## config.mk

```make
export PLATFORM = sky130hd
export DESIGN_NAME = iomem_debug_master
export DESIGN_NICKNAME = d
export VERILOG_FILES = /design/src/rtl/iomem_dbg_pkg.sv /design/src/rtl/iomem_dbg_resp_shift.sv /design/src/rtl/iomem_debug_master.sv
export SDC_FILE = /design/constraint.sdc
export NUM_CORES = 1
export LEC_CHECK = 0
export BUFFER_PORTS_ARGS = -buffer_cell sky130_fd_sc_hd__buf_2
export CAP_MARGIN = 15
export CORE_MARGIN = 5
export CORE_UTILIZATION = 49
export DETAILED_ROUTE_END_ITERATION = 10
export PLACE_DENSITY = 0.73
export SLEW_MARGIN = 20
export SYNTH_ARGS = -nofsm -noshare
export SYNTH_HDL_FRONTEND = slang
export SYNTH_SLANG_ARGS = --single-unit
```

## constraint.sdc

```tcl
create_clock -name clk -period 2.3 [get_ports clk]
set_clock_uncertainty 0.1 [all_clocks]
set_input_delay 0.575 -clock clk [delete_from_list [all_inputs] [get_ports clk]]
set_output_delay 0.575 -clock clk [all_outputs]
set_load 0.005 [all_outputs]
```

## src/rtl/iomem_dbg_pkg.sv

```systemverilog
`default_nettype none
// ============================================================================
// Module      : iomem_dbg_pkg
// Description : Frame opcodes, response codes and FSM states for the
//               byte-stream iomem debug master.
// Revision    : 1.0 - initial release
// ============================================================================
package iomem_dbg_pkg;

    localparam logic [7:0] OP_WR    = 8'h57;
    localparam logic [7:0] OP_RD    = 8'h52;

    localparam logic [7:0] RSP_ACK  = 8'h6B;
    localparam logic [7:0] RSP_DATA = 8'h64;
    localparam logic [7:0] RSP_ERR  = 8'h3F;
    localparam logic [7:0] RSP_TMO  = 8'h74;

    typedef enum logic [2:0] {
        ST_IDLE  = 3'd0,
        ST_ADDR  = 3'd1,
        ST_STRB  = 3'd2,
        ST_WDATA = 3'd3,
        ST_BUS   = 3'd4,
        ST_RESP  = 3'd5
    } state_t;

endpackage
`default_nettype wire

```

## src/rtl/iomem_dbg_resp_shift.sv

```systemverilog
`default_nettype none
// ============================================================================
// Module      : iomem_dbg_resp_shift
// Description : Response serializer; emits a header byte and an optional
//               32-bit word MSB first under a valid/ready handshake.
// Revision    : 1.0 - initial release
// ============================================================================
module iomem_dbg_resp_shift (
    input  logic        clk,
    input  logic        reset,
    input  logic        load,
    input  logic [7:0]  hdr,
    input  logic [31:0] word,
    input  logic        with_word,
    output logic [7:0]  tx_data,
    output logic        tx_valid,
    input  logic        tx_ready,
    output logic        done
);

    logic [39:0] r_shift;
    logic [2:0]  r_left;
    logic        r_active;

    assign tx_data  = r_shift[39:32];
    assign tx_valid = r_active;
    assign done     = r_active && tx_ready && (r_left == 3'd0);

    // Shift register is cleared after the last byte so tx_data idles at zero.
    always_ff @(posedge clk) begin
        if (reset) begin
            r_shift  <= 40'h0;
            r_left   <= 3'd0;
            r_active <= 1'b0;
        end else if (load) begin
            r_shift  <= with_word ? {hdr, word} : {hdr, 32'h0};
            r_left   <= with_word ? 3'd4 : 3'd0;
            r_active <= 1'b1;
        end else if (r_active && tx_ready) begin
            if (r_left == 3'd0) begin
                r_shift  <= 40'h0;
                r_active <= 1'b0;
            end else begin
                r_shift <= {r_shift[31:0], 8'h00};
                r_left  <= r_left - 3'd1;
            end
        end
    end

endmodule
`default_nettype wire

```

## src/rtl/iomem_debug_master.sv

```systemverilog
`default_nettype none
// ============================================================================
// Module      : iomem_debug_master
// Description : Parses W/R command frames from a byte stream, issues one
//               iomem transaction per frame and returns a response frame.
// Revision    : 1.0 - initial release
// ============================================================================
module iomem_debug_master
    import iomem_dbg_pkg::*;
#(
    parameter int TIMEOUT_CYCLES = 1024
) (
    input  logic        clk,
    input  logic        reset,
    input  logic [7:0]  rx_data,
    input  logic        rx_valid,
    output logic        rx_ready,
    output logic [7:0]  tx_data,
    output logic        tx_valid,
    input  logic        tx_ready,
    output logic        iomem_valid,
    input  logic        iomem_ready,
    output logic [3:0]  iomem_wstrb,
    output logic [31:0] iomem_addr,
    output logic [31:0] iomem_wdata,
    input  logic [31:0] iomem_rdata,
    output logic        busy
);

    localparam logic [15:0] c_tmo_last = 16'(TIMEOUT_CYCLES - 1);

    state_t      r_state;
    state_t      w_state_nxt;
    logic [1:0]  r_idx;
    logic        r_is_wr;
    logic [31:0] r_addr;
    logic [31:0] r_wdata;
    logic [3:0]  r_wstrb;
    logic [15:0] r_tmo_cnt;

    logic        w_rx_fire;
    logic        w_last_byte;
    logic        w_tmo_hit;
    logic        w_resp_load;
    logic        w_resp_with_word;
    logic [7:0]  w_resp_hdr;
    logic        w_resp_done;

    assign w_rx_fire   = rx_valid && rx_ready;
    assign w_last_byte = (r_idx == 2'd3);
    assign w_tmo_hit   = (r_tmo_cnt == c_tmo_last);

    assign iomem_addr  = r_addr;
    assign iomem_wdata = r_wdata;
    assign iomem_wstrb = r_wstrb;

    always_ff @(posedge clk) begin
        if (reset) begin
            r_state <= ST_IDLE;
        end else begin
            r_state <= w_state_nxt;
        end
    end

    always_comb begin
        w_state_nxt = r_state;
        case (r_state)
            ST_IDLE: begin
                if (w_rx_fire) begin
                    if (rx_data == OP_WR || rx_data == OP_RD) begin
                        w_state_nxt = ST_ADDR;
                    end else begin
                        w_state_nxt = ST_RESP;
                    end
                end
            end
            ST_ADDR: begin
                if (w_rx_fire && w_last_byte) begin
                    w_state_nxt = r_is_wr ? ST_STRB : ST_BUS;
                end
            end
            ST_STRB: begin
                if (w_rx_fire) begin
                    w_state_nxt = ST_WDATA;
                end
            end
            ST_WDATA: begin
                if (w_rx_fire && w_last_byte) begin
                    w_state_nxt = (r_wstrb == 4'h0) ? ST_RESP : ST_BUS;
                end
            end
            ST_BUS: begin
                if (iomem_ready || w_tmo_hit) begin
                    w_state_nxt = ST_RESP;
                end
            end
            ST_RESP: begin
                if (w_resp_done) begin
                    w_state_nxt = ST_IDLE;
                end
            end
            default: w_state_nxt = ST_IDLE;
        endcase
    end

    // The response is loaded on the same edge that enters RESP, so tx_valid
    // is already high in the first RESP cycle.
    always_comb begin
        rx_ready         = (r_state == ST_IDLE) || (r_state == ST_ADDR) ||
                           (r_state == ST_STRB) || (r_state == ST_WDATA);
        busy             = (r_state != ST_IDLE);
        iomem_valid      = (r_state == ST_BUS);
        w_resp_load      = 1'b0;
        w_resp_hdr       = RSP_ERR;
        w_resp_with_word = 1'b0;
        case (r_state)
            ST_IDLE: begin
                if (w_rx_fire && rx_data != OP_WR && rx_data != OP_RD) begin
                    w_resp_load = 1'b1;
                    w_resp_hdr  = RSP_ERR;
                end
            end
            ST_WDATA: begin
                if (w_rx_fire && w_last_byte && r_wstrb == 4'h0) begin
                    w_resp_load = 1'b1;
                    w_resp_hdr  = RSP_ACK;
                end
            end
            ST_BUS: begin
                if (iomem_ready) begin
                    w_resp_load      = 1'b1;
                    w_resp_hdr       = r_is_wr ? RSP_ACK : RSP_DATA;
                    w_resp_with_word = !r_is_wr;
                end else if (w_tmo_hit) begin
                    w_resp_load = 1'b1;
                    w_resp_hdr  = RSP_TMO;
                end
            end
            default: ;
        endcase
    end

    always_ff @(posedge clk) begin
        if (reset) begin
            r_idx     <= 2'd0;
            r_is_wr   <= 1'b0;
            r_addr    <= 32'h0;
            r_wdata   <= 32'h0;
            r_wstrb   <= 4'h0;
            r_tmo_cnt <= 16'h0;
        end else begin
            if (w_rx_fire) begin
                case (r_state)
                    ST_IDLE: begin
                        r_idx   <= 2'd0;
                        r_is_wr <= (rx_data == OP_WR);
                        r_wdata <= 32'h0;
                        r_wstrb <= 4'h0;
                    end
                    ST_ADDR: begin
                        r_addr <= {r_addr[23:0], rx_data};
                        r_idx  <= r_idx + 2'd1;
                    end
                    ST_STRB: begin
                        r_wstrb <= rx_data[3:0];
                    end
                    ST_WDATA: begin
                        r_wdata <= {r_wdata[23:0], rx_data};
                        r_idx   <= r_idx + 2'd1;
                    end
                    default: ;
                endcase
            end
            // Counter sits at zero outside BUS, so it starts clean on entry.
            if (r_state == ST_BUS && !iomem_ready) begin
                r_tmo_cnt <= r_tmo_cnt + 16'd1;
            end else begin
                r_tmo_cnt <= 16'h0;
            end
        end
    end

    iomem_dbg_resp_shift u_resp_shift (
        .clk       (clk),
        .reset     (reset),
        .load      (w_resp_load),
        .hdr       (w_resp_hdr),
        .word      (iomem_rdata),
        .with_word (w_resp_with_word),
        .tx_data   (tx_data),
        .tx_valid  (tx_valid),
        .tx_ready  (tx_ready),
        .done      (w_resp_done)
    );

endmodule
`default_nettype wire

```

After elaboration in Yosys (flattened, before gate mapping). Cells that the tools add are included.

Bits in latches: 0. Bits in writable memories: 0. Memories kept: 0. Input port bits: 45. Bits in read-only memories: 0. Register bits: 134.

Mux-type cells: 36. $lt $le $gt $ge: 0. Shift-type cells: 0. Bitwise operators: 1. Reduce and logical (&&, ||, !) cells: 34. Equal/unequal tests: 18. Div/mod/pow operators: 0. $mul: 0. Add/sub/neg operators: 3.

Operator list (count): 40-bit two-way mux (3); 32-bit case mux with 2 select lines (1); 3-bit two-way mux (12); 32-bit two-way mux (1); 7-bit two-way mux (3); 3-bit case mux with 6 select lines (1); 16-bit by 1-bit adder with 16-bit output (second input constant) (1); 16-bit by 10-bit == test with 1-bit output (second input constant) (1); 8-bit by 7-bit == test with 1-bit output (second input constant) (2); 8-bit by 7-bit != test with 1-bit output (second input constant) (2); 7-bit case mux with 2 select lines (1); 2-bit AND reduction (7); 1-bit two-way mux (10); 2-bit nonzero test (5); 1-bit logical AND (8); 2-bit != test (second input constant) (4); 4-bit case mux with 2 select lines (1); 3-bit by 2-bit == test with 1-bit output (second input constant) (2); 3-bit == test (second input constant) (2); 3-bit zero test (2); 2-bit by 1-bit != test with 1-bit output (second input constant) (3); 6-bit AND reduction (1); 1-bit logical OR (5); 4-bit zero test (1); 11 further kinds (13).

Logic depth before layout (Yosys ltp).
Depth in word-level cells: 11. Mapped depth: 8.

Cells and area by module. A second synthesis with hierarchy kept.

Cell total of the unflattened synthesis: 663. Area total of the unflattened synthesis: 5542.8 sq um.

Modules (own cells, without submodules): iomem_debug_master (area an instance 3588.4 sq um, times used 1, seq. area each 1801.7 sq um, cells an instance 449); iomem_dbg_resp_shift (area an instance 1954.4 sq um, times used 1, seq. area each 880.8 sq um, cells an instance 214).

Worst setup path before layout. OpenSTA, ideal clock, no wires.

Path kind: input to register. Start: input port rx_valid. End: register u_resp_shift.r_shift[1]. Arrival time: 1.937 ns. Setup slack: 0.136 ns. Stages on the path: 7. Data required time: 2.072 ns. Buffers on the path: 2. Cells stage by stage: or4b_1 > a41o_1 > o211a_1 > buf_6 > buf_2 > a32oi_1 > nor2_1.

Longest elaborated chain between the ends: 6. Elaborated cells on any way between the ends: 10.

Ends and longest elaborated chain: from (decl) (RTL line iomem_debug_master.sv:16) `input logic rx_valid,`; 1-bit logical AND (*) (RTL line iomem_debug_master.sv:49) `assign w_rx_fire = rx_valid && rx_ready;`; 1-bit logical AND, on equally long branches (2 in series) (RTL line iomem_debug_master.sv:124, iomem_debug_master.sv:118); 1-bit two-way mux, on equally long branches (RTL line iomem_debug_master.sv:124, iomem_debug_master.sv:118); 1-bit case mux with 3 select lines (*) (RTL line iomem_debug_master.sv:116) `case (r_state)`; 40-bit two-way mux / 2-bit nonzero test (equally long branches); to (signal assigned) (RTL line iomem_dbg_resp_shift.sv:36) `r_shift <= with_word ? {hdr, word} : {hdr, 32'h0};`; to (signal assigned) (RTL line iomem_dbg_resp_shift.sv:44) `r_shift <= {r_shift[31:0], 8'h00};`; to (decl) (RTL line iomem_dbg_resp_shift.sv:21) `logic [39:0] r_shift;`.

Mark *: on every way between the ends. The rest lies on a longest branch, timed or not. A chain may end at the register's enable or synchronous reset.

Worst setup path in the final report.
Start: register r_state[0]. End: output port iomem_valid.

Longest elaborated chain between the ends: 1.

Ends and longest elaborated chain: from (decl) (RTL line iomem_debug_master.sv:32) `state_t r_state;`; from (signal assigned) (RTL line iomem_debug_master.sv:61) `r_state <= w_state_nxt;`; 3-bit == test (RTL line iomem_debug_master.sv:112) `iomem_valid = (r_state == ST_BUS);`; to (decl) (RTL line iomem_debug_master.sv:21) `output logic iomem_valid,`.

Every way passes these cells.

==> impl_metrics.ini <==
[critical_path]
critPathMaxStageDelay_ps = 300
worst-setup-path-type = flip-flop to output pin
worst_ep_required_time_ps = 1620
critPathMaxFanout = 16
crit_arrival_ps = 1470
critical-path-top-delay-family = buffers and inverters
cp-end-kind = output pin
crit_path_top_delay_cell = dfxtp_1
r2r-start = r_tmo_cnt[0]$_SDFF_PP0_
crit_buf_inv = 3
startpoint = r_state[0]$_SDFFE_PP0P_
path_cells = buf_4, nor2_1, nand2_1, inv_1, buf_2
startpoint_type = flip-flop

[grt]
grt_pass1_wl_um = 23400
grt_antenna_before_repair = 0
grt_max_degree = 71
grt-ovfl-total = 0
grt_pass1_vias = 5072
grt_use_total_pct = 21.4

[place]
io_buffers = 124
dp_hpwl_um = 9800
dp_slack_ps = -102
place_area_um2 = 6350
routabilityCongestion = 0.839
dp_cells = 940

[die]
initial_utilization_pct = 49.5
die_area_um2 = 13600
coreArea_um2 = 11300
die-width_um = 117
num_rows = 39
num_io_pins = 125
die_y_um = 117

[timing]
min_period_ps = 2140
setup_viol = 0
slew_violations = 0
fin_ws_ps = 156
max_slew_margin_pct = 64.4
finalHoldViolations = 0
rsz0062_at_grt = no
worstMarginPinSlew_ps = 535
fin_crit_sh_pct = 93.2
max_freq_ghz = 0.466

[clock_network]
htreeDepth = 4
cts_hold_buffers = 0
path_clk_slew_ps = 50
cts.repair.resized = 0
numCtsBuffers = 17
clock_latency_ps = 420
cts_tree = built
clock_sinks = 134
cts_root_buf = clkbuf_16
cts_buffer_depth = 2
cts_setup_buffers = 0

[logic_synthesis]
avgSynthCellArea_um2 = 7.86
synth-edff-count = 0
synth-async-reset-ratio_pct = 0
synthTopCellsByArea = dfxtp_1 48%, nand2_1 8.8%, a21oi_1 7.3%
yosysTopAreaCell = dfxtp_1
yosysSeqAreaShare_pct = 48.1
ys_ff_latch = 134
ys_types = 43
synth_ff_type = dfxtp_1
syn_area_um2 = 5580
syn-num-nets = 758
syn_inst = 709
synth_top_area_share_pct = 48.1
ys_warn_count = 0

[final_layout]
drive_gt1_share_pct = 22.0
area_delta_synth_final_pct = 24.7
nets = 865
stdcell_count = 972
regArea_um2 = 2680
stdcell_area_um2 = 6950
fill_cells = 993
antennaDiodeCount = 0
multi_input_area_um2 = 2510

[detailed_routing]
drt_iter0_markers = 515
wire_per_inst_um = 14.8
vias = 5283
ant_nets = 0
first_pass_iters = 5
routed_wl_um = 14400
drcViolationCount = 0
via_per_inst = 5.44

[outcome]
status = finished, final reports clean

[hold_path]
holdCritPathClass = input port to flip-flop
hold_path_startpoint = iomem_rdata[5]

[power]
p_sw_mw = 1.47
p_leak_nw = 2.88
pwr-share-comb_pct = 11.1
power_frac_seq_pct = 42.2
p_sw_share_pct = 25.0
p_per_area_nw_per_um2 = 842
p_total_mw = 5.85
clock_power_share_pct = 46.7
cell_internal_pwr_mw = 4.39
max-vdd-ir-drop_uv = 586

[flow_run]
maxCapViolCount = 0
[power by group through the flow]
stage               Sequential [mW]  Clock, mW  Combinational [mW]
CTS                            2.47       2.76               0.644
finish                         2.47       2.73               0.647
global placement               2.52          0               0.618
floorplan                      2.51          0               0.439
global route                   2.48       2.87               0.724
detailed placement             2.52          0               0.642
[state kept, by name, summed over array words and instances (netlist names)]
signal	flops
iomem_wdata	32
u_resp_shift.r_shift	40
r_is_wr	1
r_tmo_cnt	16
u_resp_shift.tx_valid	1
iomem_wstrb	4
r_idx	2
iomem_addr	32
r_state	3
u_resp_shift.r_left	3
[worst paths after layout]
kind / endpoint / slack (ps) / cells past startpoint
setup / recovery: iomem_valid / 160 / 5
hold / removal: u_resp_shift.r_shift[5]$_SDFFE_PP0P_ / 280 / 3
setup reg to reg: u_resp_shift.r_shift[34]$_SDFFE_PP0P_ / 220 / 7
hold reg to reg: iomem_wdata[24]$_SDFFE_PP0P_ / 350 / 2
[cell families after synthesis]
kind of cell	synth area share (%)
AOI/OAI and AO/OA	17.1
buffers and inverters	7.09
DFF	48.1
xor gates and xnor gates	2.51
adders and majority gates	0.898
muxes	0.359
and+or+nand+nor	23.9
[per-stage QoR]
stage	setup TNS [ps]	util, %	hold slack (ps)
2_1_floorplan	0	-	326
3_3_place_gp	-428	56.3	335
3_5_place_dp	-1850	56.3	343
4_1_cts	0	61.6	271
5_1_grt	0	61.7	278
6_report	0	61.7	280
[routing by layer]
metal	GRT usage (%)	vias to the layer above	wire length [um]
met3	5.85	26	1070
met4	8.64	0	281
met5	0	-	0
li1	-	2625	-
met2	35.9	155	6870
met1	26.1	2477	6130
[cell usage in the layout (no fill, tap or decap), types with 5 or more instances in the layout]
| cell type | instances |
|---|---|
| nand2_1 | 130 |
| nor3_1 | 28 |
| dfxtp_1 | 134 |
| clkinvlp_4 | 5 |
| buf_12 | 5 |
| and3_1 | 7 |
| buf_4 | 19 |
| o21ai_0 | 31 |
| buf_2 | 123 |
| inv_1 | 32 |
| xnor2_1 | 8 |
| a21oi_1 | 80 |
| clkbuf_16 | 17 |
| nor2b_1 | 5 |
| nand3_1 | 46 |
| xor2_1 | 8 |
| a22oi_1 | 26 |
| nor2_1 | 59 |
| a32oi_1 | 9 |
[synth_stat cells, drive strengths merged (5+ instances only)]
cell type  instances
and3               7
nand3             46
buf               19
inv               32
nor3              28
a21oi             81
xnor2              8
o21ai             31
clkbuf            40
a22oi             26
xor2               8
nor2              61
dfxtp            134
nor2b              5
a32oi              9
nand2            130
[worst min-delay path, delay by kind of cell]
kind | cells | cell delay, ps
buffers and inverters | 1 | 70
AOI/OAI and AO/OA | 1 | 40
and+or+nand+nor | 1 | 70
[final cells by class]
class | count | area share (%)
sequential | 134 | 38.6
multi-input combinational | 484 | 36.2
timing repair buffer | 147 | 12.3
clock buffer | 19 | 6.37
tap | 143 | 2.57
clock inverter | 13 | 2.25
inverter | 32 | 1.73
No activity file was read; power rests on OpenSTA's default activity.
